--- src/rtl/acc_tile_sequencer.sv ---
// acc_tile_sequencer: control sequencer for the partial-sum accumulator below the systolic array.
// Latency: write enables are combinational with the accepted beat; drain data follows Acc_Rd_en by 1 cycle.
// Backpressure: comp/ps ready only in their accepting states; drain reads stall while out_valid & !out_ready.
//
// Ports:
//   clk, rst                  clock, synchronous active-high reset
//   start, num_tiles          job request (sampled in IDLE when not busy), main pass count
//   busy, done                job in flight, one-cycle end-of-job pulse
//   comp_valid/comp_ready     compensation beat handshake (INIT)
//   ps_valid/ps_ready         main partial-sum beat handshake (ACCUM)
//   CACC_Wr_en/CAcc_Wr_Addr   accumulator overwrite port
//   ACC_Wr_en/Acc_Wr_Addr     accumulator add-write port
//   Acc_Rd_en/Acc_Rd_Addr     accumulator read port (accumulator registers the data)
//   out_valid/out_last/out_ready  drain handshake for Partial_Sum_out
//
// Optional feature: define ACC_SEQ_OVERLAP_EN to accept first-pass main beats during INIT
// for rows whose compensation value has already been written.
module acc_tile_sequencer #(
  parameter int DEPTH  = 8,
  parameter int ADDR_W = 3,
  parameter int TILE_W = 4
) (
  input  logic              clk,
  input  logic              rst,
  input  logic              start,
  input  logic [TILE_W-1:0] num_tiles,
  output logic              busy,
  output logic              done,
  input  logic              comp_valid,
  output logic              comp_ready,
  input  logic              ps_valid,
  output logic              ps_ready,
  output logic              CACC_Wr_en,
  output logic [ADDR_W-1:0] CAcc_Wr_Addr,
  output logic              ACC_Wr_en,
  output logic [ADDR_W-1:0] Acc_Wr_Addr,
  output logic              Acc_Rd_en,
  output logic [ADDR_W-1:0] Acc_Rd_Addr,
  output logic              out_valid,
  output logic              out_last,
  input  logic              out_ready
);

  typedef enum logic [1:0] {IDLE, INIT, ACCUM, DRAIN} state_t;

  localparam logic [ADDR_W-1:0] LAST_ROW  = ADDR_W'(DEPTH - 1);
  localparam logic [ADDR_W:0]   DEPTH_CNT = (ADDR_W + 1)'(DEPTH);
  localparam logic [ADDR_W:0]   LAST_CNT  = (ADDR_W + 1)'(DEPTH - 1);

  state_t            state;
  logic [ADDR_W-1:0] comp_row;
  logic [ADDR_W-1:0] ps_row;
  logic [TILE_W-1:0] tile_cnt;
  logic [TILE_W-1:0] tiles_q;
  logic [ADDR_W:0]   rd_cnt;    // one extra bit so it can reach DEPTH (drain complete)

  logic comp_fire;
  logic ps_fire;
  logic ps_last;
  logic out_fire;

  // Readies and the read enable are gated by rst so nothing reaches the
  // accumulator during the reset cycle, even before the state register clears.
  always_comb begin
    comp_ready = 1'b0;
    ps_ready   = 1'b0;
    Acc_Rd_en  = 1'b0;
    if (!rst) begin
      comp_ready = (state == INIT);
`ifdef ACC_SEQ_OVERLAP_EN
      // Rows below comp_row already hold their compensation value, so a
      // first-pass add to them can never hit the row being overwritten.
      ps_ready = (state == ACCUM) || ((state == INIT) && (ps_row < comp_row));
`else
      ps_ready = (state == ACCUM);
`endif
      Acc_Rd_en = (state == DRAIN) && (rd_cnt < DEPTH_CNT) && (!out_valid || out_ready);
    end
  end

  assign comp_fire    = comp_valid & comp_ready;
  assign ps_fire      = ps_valid & ps_ready;
  assign out_fire     = out_valid & out_ready;
  assign ps_last      = (ps_row == LAST_ROW) && (tile_cnt == tiles_q - TILE_W'(1));

  assign CACC_Wr_en   = comp_fire;
  assign CAcc_Wr_Addr = comp_row;
  assign ACC_Wr_en    = ps_fire;
  assign Acc_Wr_Addr  = ps_row;
  assign Acc_Rd_Addr  = rd_cnt[ADDR_W-1:0];

  always_ff @(posedge clk) begin
    if (rst) begin
      state     <= IDLE;
      comp_row  <= '0;
      ps_row    <= '0;
      tile_cnt  <= '0;
      tiles_q   <= '0;
      rd_cnt    <= '0;
      busy      <= 1'b0;
      done      <= 1'b0;
      out_valid <= 1'b0;
      out_last  <= 1'b0;
    end else begin
      done <= 1'b0;
      // busy stays up through the done cycle so a start there is still ignored
      if (done) busy <= 1'b0;

      if (comp_fire) comp_row <= comp_row + ADDR_W'(1);

      if (ps_fire) begin
        if (ps_row == LAST_ROW) begin
          ps_row <= '0;
          if (!ps_last) tile_cnt <= tile_cnt + TILE_W'(1);
        end else begin
          ps_row <= ps_row + ADDR_W'(1);
        end
      end

      // A new read refills the output slot; otherwise an accepted entry empties it.
      if (Acc_Rd_en) begin
        out_valid <= 1'b1;
        out_last  <= (rd_cnt == LAST_CNT);
        rd_cnt    <= rd_cnt + (ADDR_W + 1)'(1);
      end else if (out_fire) begin
        out_valid <= 1'b0;
        out_last  <= 1'b0;
      end

      case (state)
        IDLE: begin
          if (start && !busy) begin
            if (num_tiles != '0) begin
              tiles_q  <= num_tiles;
              comp_row <= '0;
              ps_row   <= '0;
              tile_cnt <= '0;
              rd_cnt   <= '0;
              busy     <= 1'b1;
              state    <= INIT;
            end else begin
              done <= 1'b1;
            end
          end
        end
        INIT: begin
          if (comp_fire && (comp_row == LAST_ROW)) state <= ACCUM;
        end
        ACCUM: begin
          if (ps_fire && ps_last) state <= DRAIN;
        end
        DRAIN: begin
          if (out_fire && out_last) begin
            done  <= 1'b1;
            state <= IDLE;
          end
        end
        default: state <= IDLE;
      endcase
    end
  end

endmodule

--- config.mk ---
export PLATFORM = sky130hd
export DESIGN_NAME = acc_tile_sequencer
export DESIGN_NICKNAME = d
export VERILOG_FILES = /design/src/rtl/acc_tile_sequencer.sv
export SDC_FILE = /design/constraint.sdc
export NUM_CORES = 1
export LEC_CHECK = 0
export CAP_MARGIN = 20
export CORE_MARGIN = 4
export CORE_UTILIZATION = 38
export CTS_BUF_LIST = sky130_fd_sc_hd__clkbuf_2
export DETAILED_ROUTE_END_ITERATION = 7
export HOLD_SLACK_MARGIN = 0.15
export PLACE_DENSITY = 0.6
export SETUP_SLACK_MARGIN = 0.3
export SLEW_MARGIN = 20
export SYNTH_ARGS = -nofsm -noshare
export SYNTH_HDL_FRONTEND = slang
export SYNTH_SLANG_ARGS = --single-unit
--- constraint.sdc ---
create_clock -name clk -period 4.62 [get_ports clk]
set_input_delay 1.386 -clock clk [delete_from_list [all_inputs] [get_ports clk]]
set_output_delay 1.386 -clock clk [all_outputs]
set_load 0.02 [all_outputs]
# Yosys cells after proc, flatten, opt, wreduce, memory -nomap -nowiden
# Cells that the tools add are included.
# op_classes
n_bitwise	3
n_eq_ne	12
magnitude_cmp	1
n_addsub	5
mux	39
shift	0
mul	0
div	0
reduce_logical	15
# ops
operator	count
$mux 4	10
$mux 3	9
$mux 1	13
$mux 2	5
$add 4x1->4 const B	2
$pmux 2 s4	1
$logic_and 1x1->1	7
$add 3x1->3 const B	2
$eq 3x3->1 const B	2
$ne 2x1->1 const B	3
$reduce_and 5->1	1
$eq 2x2->1 const B	2
$eq 4x3->1 const B	1
$eq 4x4->1	1
$lt 4x4->1 const B	1
$ne 2x2->1 const B	2
$reduce_bool 4->1	1
$sub 4x1->4 const B	1
$and 1x1->1	3
$reduce_and 3->1	1
$eq 2x1->1 const B	1
$logic_not 1->1	2
$logic_not 2->1	1
$pmux 1 s2	1
2 further kinds	2
# totals
latchBits	0
elab_cells	85
rom_bits	0
ram_bits	0
output_inout_bits	18
n_memories	0
regBits	24

# Logic depth before layout (Yosys ltp)
# Gate-level depths: netlist (run 1).
# logic_depth
ltp_word	9
depth_mapped	9

# Worst setup path before layout (run 1)
# Ideal clock, no wire load.
# synth_path
kind	in2out
startpoint	input rst
endpoint	output Acc_Rd_en
t_arrival_ps	2274
setup_slack_ps	960
cell_stages	2
cell_sequence	clkbuf_2 nor3b_1
# synth_via
elab_chain_len	1
# synth_lines
element	line	rtl
start: declaration	24	input logic rst,
$mux 1	68	if (!rst) begin
end: declaration	37	output logic Acc_Rd_en,
# No other way between the ends.

# Worst setup path in the final report (run 1)
# layout_path
startpoint	input rst
endpoint	output ACC_Wr_en
# layout_via
elab_chain_len	2
# layout_lines
element	line	rtl
$mux 1	68	
$and 1x1->1	82	assign ps_fire = ps_valid & ps_ready;
end: declaration	35	output logic ACC_Wr_en,
# No other way between the ends.

==> impl_metrics.env, run 1 <==
export IMPL_status="finished, final reports clean"
export IMPL_cts_resized=3
export IMPL_pwr_share_comb_pct=34.2
export IMPL_synth_largest_area_cell="dfxtp_1"
export IMPL_rrSetupSlack_ns=2.74
export IMPL_clock_sinks=24
export IMPL_synth_top_area_share_pct=37.7
export IMPL_area_growth_pct=28.0
export IMPL_drtIter0Drc=45
export IMPL_ys_types=36
export IMPL_holdWs_ns=0.499
export IMPL_post_route_period_util_pct=88.7
export IMPL_n_antenna_cell=0
export IMPL_viasPerCell=4.83
export IMPL_grt_pass1_vias=1030
export IMPL_postRouteAntennaNets=0
export IMPL_cts_max_level=1
export IMPL_seqPwrFrac_pct=41.6
export IMPL_tightest_slew_ns=0.344
export IMPL_syn_avg_cell_area_um2=8.91
export IMPL_synthCells=143
export IMPL_cts_tree="built"
export IMPL_die_height_um=65.9
export IMPL_synthTopCellsByArea="dfxtp_1 38%, ha_1 11%, nor2_1 5.6%, xnor2_1 4.8%, a21oi_1 4.3%"
export IMPL_grt_first_pass_wirelength_um=4570
export IMPL_antenna_found_initial=0
export IMPL_regArea_um2=480
export IMPL_slew_violations=0
export IMPL_fmax_mhz=244
export IMPL_dp_slack_ns=0.204
export IMPL_rsz0062_at_grt="false"
export IMPL_ys_ff_latch=24
export IMPL_start_kind="input pin"
export IMPL_worstSetupEndpointType="output port"
export IMPL_wl_um=2560
export IMPL_net_switching_power_uw=194
export IMPL_cts_buffers_inserted=3
export IMPL_grt_total_usage_pct=13.4
export IMPL_drtPass1Iterations=4
export IMPL_leakagePower_nw=0.647
export IMPL_p_sw_share_pct=33.1
export IMPL_via_count=1039
export IMPL_clockBufferDepth=2
export IMPL_nFillCells=300
export IMPL_synth_flop_cell="dfxtp_1"
export IMPL_drive_gt1_share_pct=7.60
export IMPL_powerDensity_mw_per_mm2=360
export IMPL_root_buffer="clkbuf_2"
export IMPL_p_int_uw=393
export IMPL_core_area_mm2=0.00313
export IMPL_syn_nets=164
export IMPL_power_share_clock_pct=24.2
export IMPL_grt_max_degree=15
export IMPL_postPlaceCellArea_mm2=0.00159
export IMPL_period_needed_ns=4.10
export IMPL_clkLatencyLatePin_ns=0.37
export IMPL_worstPathMaxFanout=8
export IMPL_ys_seq_area_share_pct=37.7
export IMPL_dpl_cell_count=211
export IMPL_relSlewSlack_pct=76.8
export IMPL_gp_congestion=0.758
export IMPL_hold_viol=0
export IMPL_fp_dieArea_mm2=0.00434
export IMPL_finalSetupTns_ns=0
export IMPL_finClkSkew_ns=0.0285
export IMPL_fp_dieW_um=65.9
export IMPL_syn_area_mm2=0.00127
export IMPL_max_cap_violations=0
export IMPL_synth_async_reset_ratio_pct=0
export IMPL_port_buffers=27
export IMPL_final_cell_area_mm2=0.00163
export IMPL_vdd_drop_max_uv=264
export IMPL_min_path_type="register to register"
export IMPL_fin_cells=215
export IMPL_multiInputGateArea_um2=727
export IMPL_avgRoutedWirePerCell_um=11.9
export IMPL_start_util_pct=40.7
export IMPL_clkTransAtPathRegs_ns=0.25
export IMPL_setup_viol=0
export IMPL_nets=193
export IMPL_cts_setup_buffers=0
export IMPL_ys_warn_count=0
export IMPL_synth_edf_count=0
export IMPL_dp_hpwl_um=2030
export IMPL_drc=0
export IMPL_cp_arrival_ns=2.71
export IMPL_cts_hold_buf=0
export IMPL_critical_path_class="input pin to output port"
export IMPL_required_ns=3.23
export IMPL_fin_ws_ns=0.520
export IMPL_io_pin_count=28
export IMPL_rows=20
export IMPL_overflow=0
==> state kept, by name, summed over array words and instances (netlist names) <==
signal        count
CAcc_Wr_Addr      3
out_valid         1
Acc_Wr_Addr       3
state             2
tiles_q           4
rd_cnt            4
out_last          1
done              1
tile_cnt          4
busy              1
==> power groups by stage <==
stage	Combinational, mW	Sequential, mW	Clock [mW]
floorplan	0.141	0.251	0
global placement	0.201	0.247	0
detailed placement	0.205	0.248	0
CTS	0.204	0.245	0.148
global route	0.230	0.248	0.157
finish	0.201	0.244	0.142
==> metal layers <==
layer	global-route usage, %	part of all wire (%)
met1	15.7	46
met2	23.9	49
met3	4.42	4.2
met4	2.33	0.43
met5	0	0
==> cells by family (layout without fill, tap and decap cells) <==
| family | count (synthesis) | in the layout | synth area share [%] |
|---|---|---|---|
| compound gates | 26 | 26 | 12.8 |
| xor+xnor | 11 | 11 | 8.74 |
| fa+ha+maj | 11 | 11 | 10.8 |
| buf+inv | 14 | 42 | 5.21 |
| flops | 24 | 24 | 37.7 |
| mux | 2 | 2 | 1.57 |
| simple gates | 55 | 55 | 23.2 |
==> synthesized netlist by cell type (2+ instances only) <==
cell type / count
clkbuf_1: 2
a41oi_1: 2
nand3b_1: 3
ha_1: 11
xor2_1: 3
buf_4: 3
nand2b_1: 4
dfxtp_1: 24
nor3b_1: 3
nor2_1: 19
o21ai_0: 5
a211oi_1: 2
inv_1: 7
mux2i_1: 2
nor3_1: 2
a21oi_1: 11
nand2_1: 13
xnor2_1: 7
nand3_1: 3
==> cell type report <==
class | count | area share [%]
well taps | 44 | 3.38
repair buffers | 31 | 18.2
clock inverters | 1 | 1.84
inverters | 7 | 1.61
clock buffers | 3 | 0.921
flip-flops and latches | 24 | 29.5
multi-input cells | 105 | 44.6
==> worst paths after layout <==
| path | from | to | cells past startpoint |
|---|---|---|---|
| max | rst | ACC_Wr_en | 5 |
| min | Acc_Wr_Addr[2] | Acc_Wr_Addr[2] | 2 |
| max reg2reg | tiles_q[0] | state[1] | 7 |
| min reg2reg | Acc_Wr_Addr[2] | Acc_Wr_Addr[2] | 2 |
==> critical path: stages <==
cell	delay, ns
dlygate4sd2_1	0.34
nor2b_2	0.16
nand2_1	0.08
inv_1	0.12
clkdlybuf4s50_1	0.63
==> metrics by stage <==
| step | utilization, % | power, mW |
|---|---|---|
| 3_3_place_gp | 50.8 | 0.449 |
| 3_5_place_dp | 50.8 | 0.453 |
| 6_report | 52.1 | 0.588 |
| 2_1_floorplan | - | 0.391 |
| 4_1_cts | 52.1 | 0.596 |
| 5_1_grt | 52.1 | 0.635 |
==> cells in the final DEF (no fill, tap or decap), types with 4 or more instances in the layout <==
master and instances:
xnor2_1 7, nor2_1 19, clkdlybuf4s50_1 24, nand2_1 13
o21ai_0 5, buf_4 4, ha_1 11, nand2b_1 4
dfxtp_1 24, inv_1 7, a21oi_1 11
Note: power is estimated with default switching activity, not from simulation.
==> run 2: changes to the inputs <==
--- a/config.mk
+++ b/config.mk
@@ -9,6 +9,7 @@
 export CORE_MARGIN = 4
 export CORE_UTILIZATION = 38
 export CTS_BUF_LIST = sky130_fd_sc_hd__clkbuf_2
+export CTS_CLUSTER_SIZE = 40
 export DETAILED_ROUTE_END_ITERATION = 7
 export HOLD_SLACK_MARGIN = 0.15
 export PLACE_DENSITY = 0.6
==> results of run 2 <==
No change in the layout: final DEF, timing and power equal those of run 1.
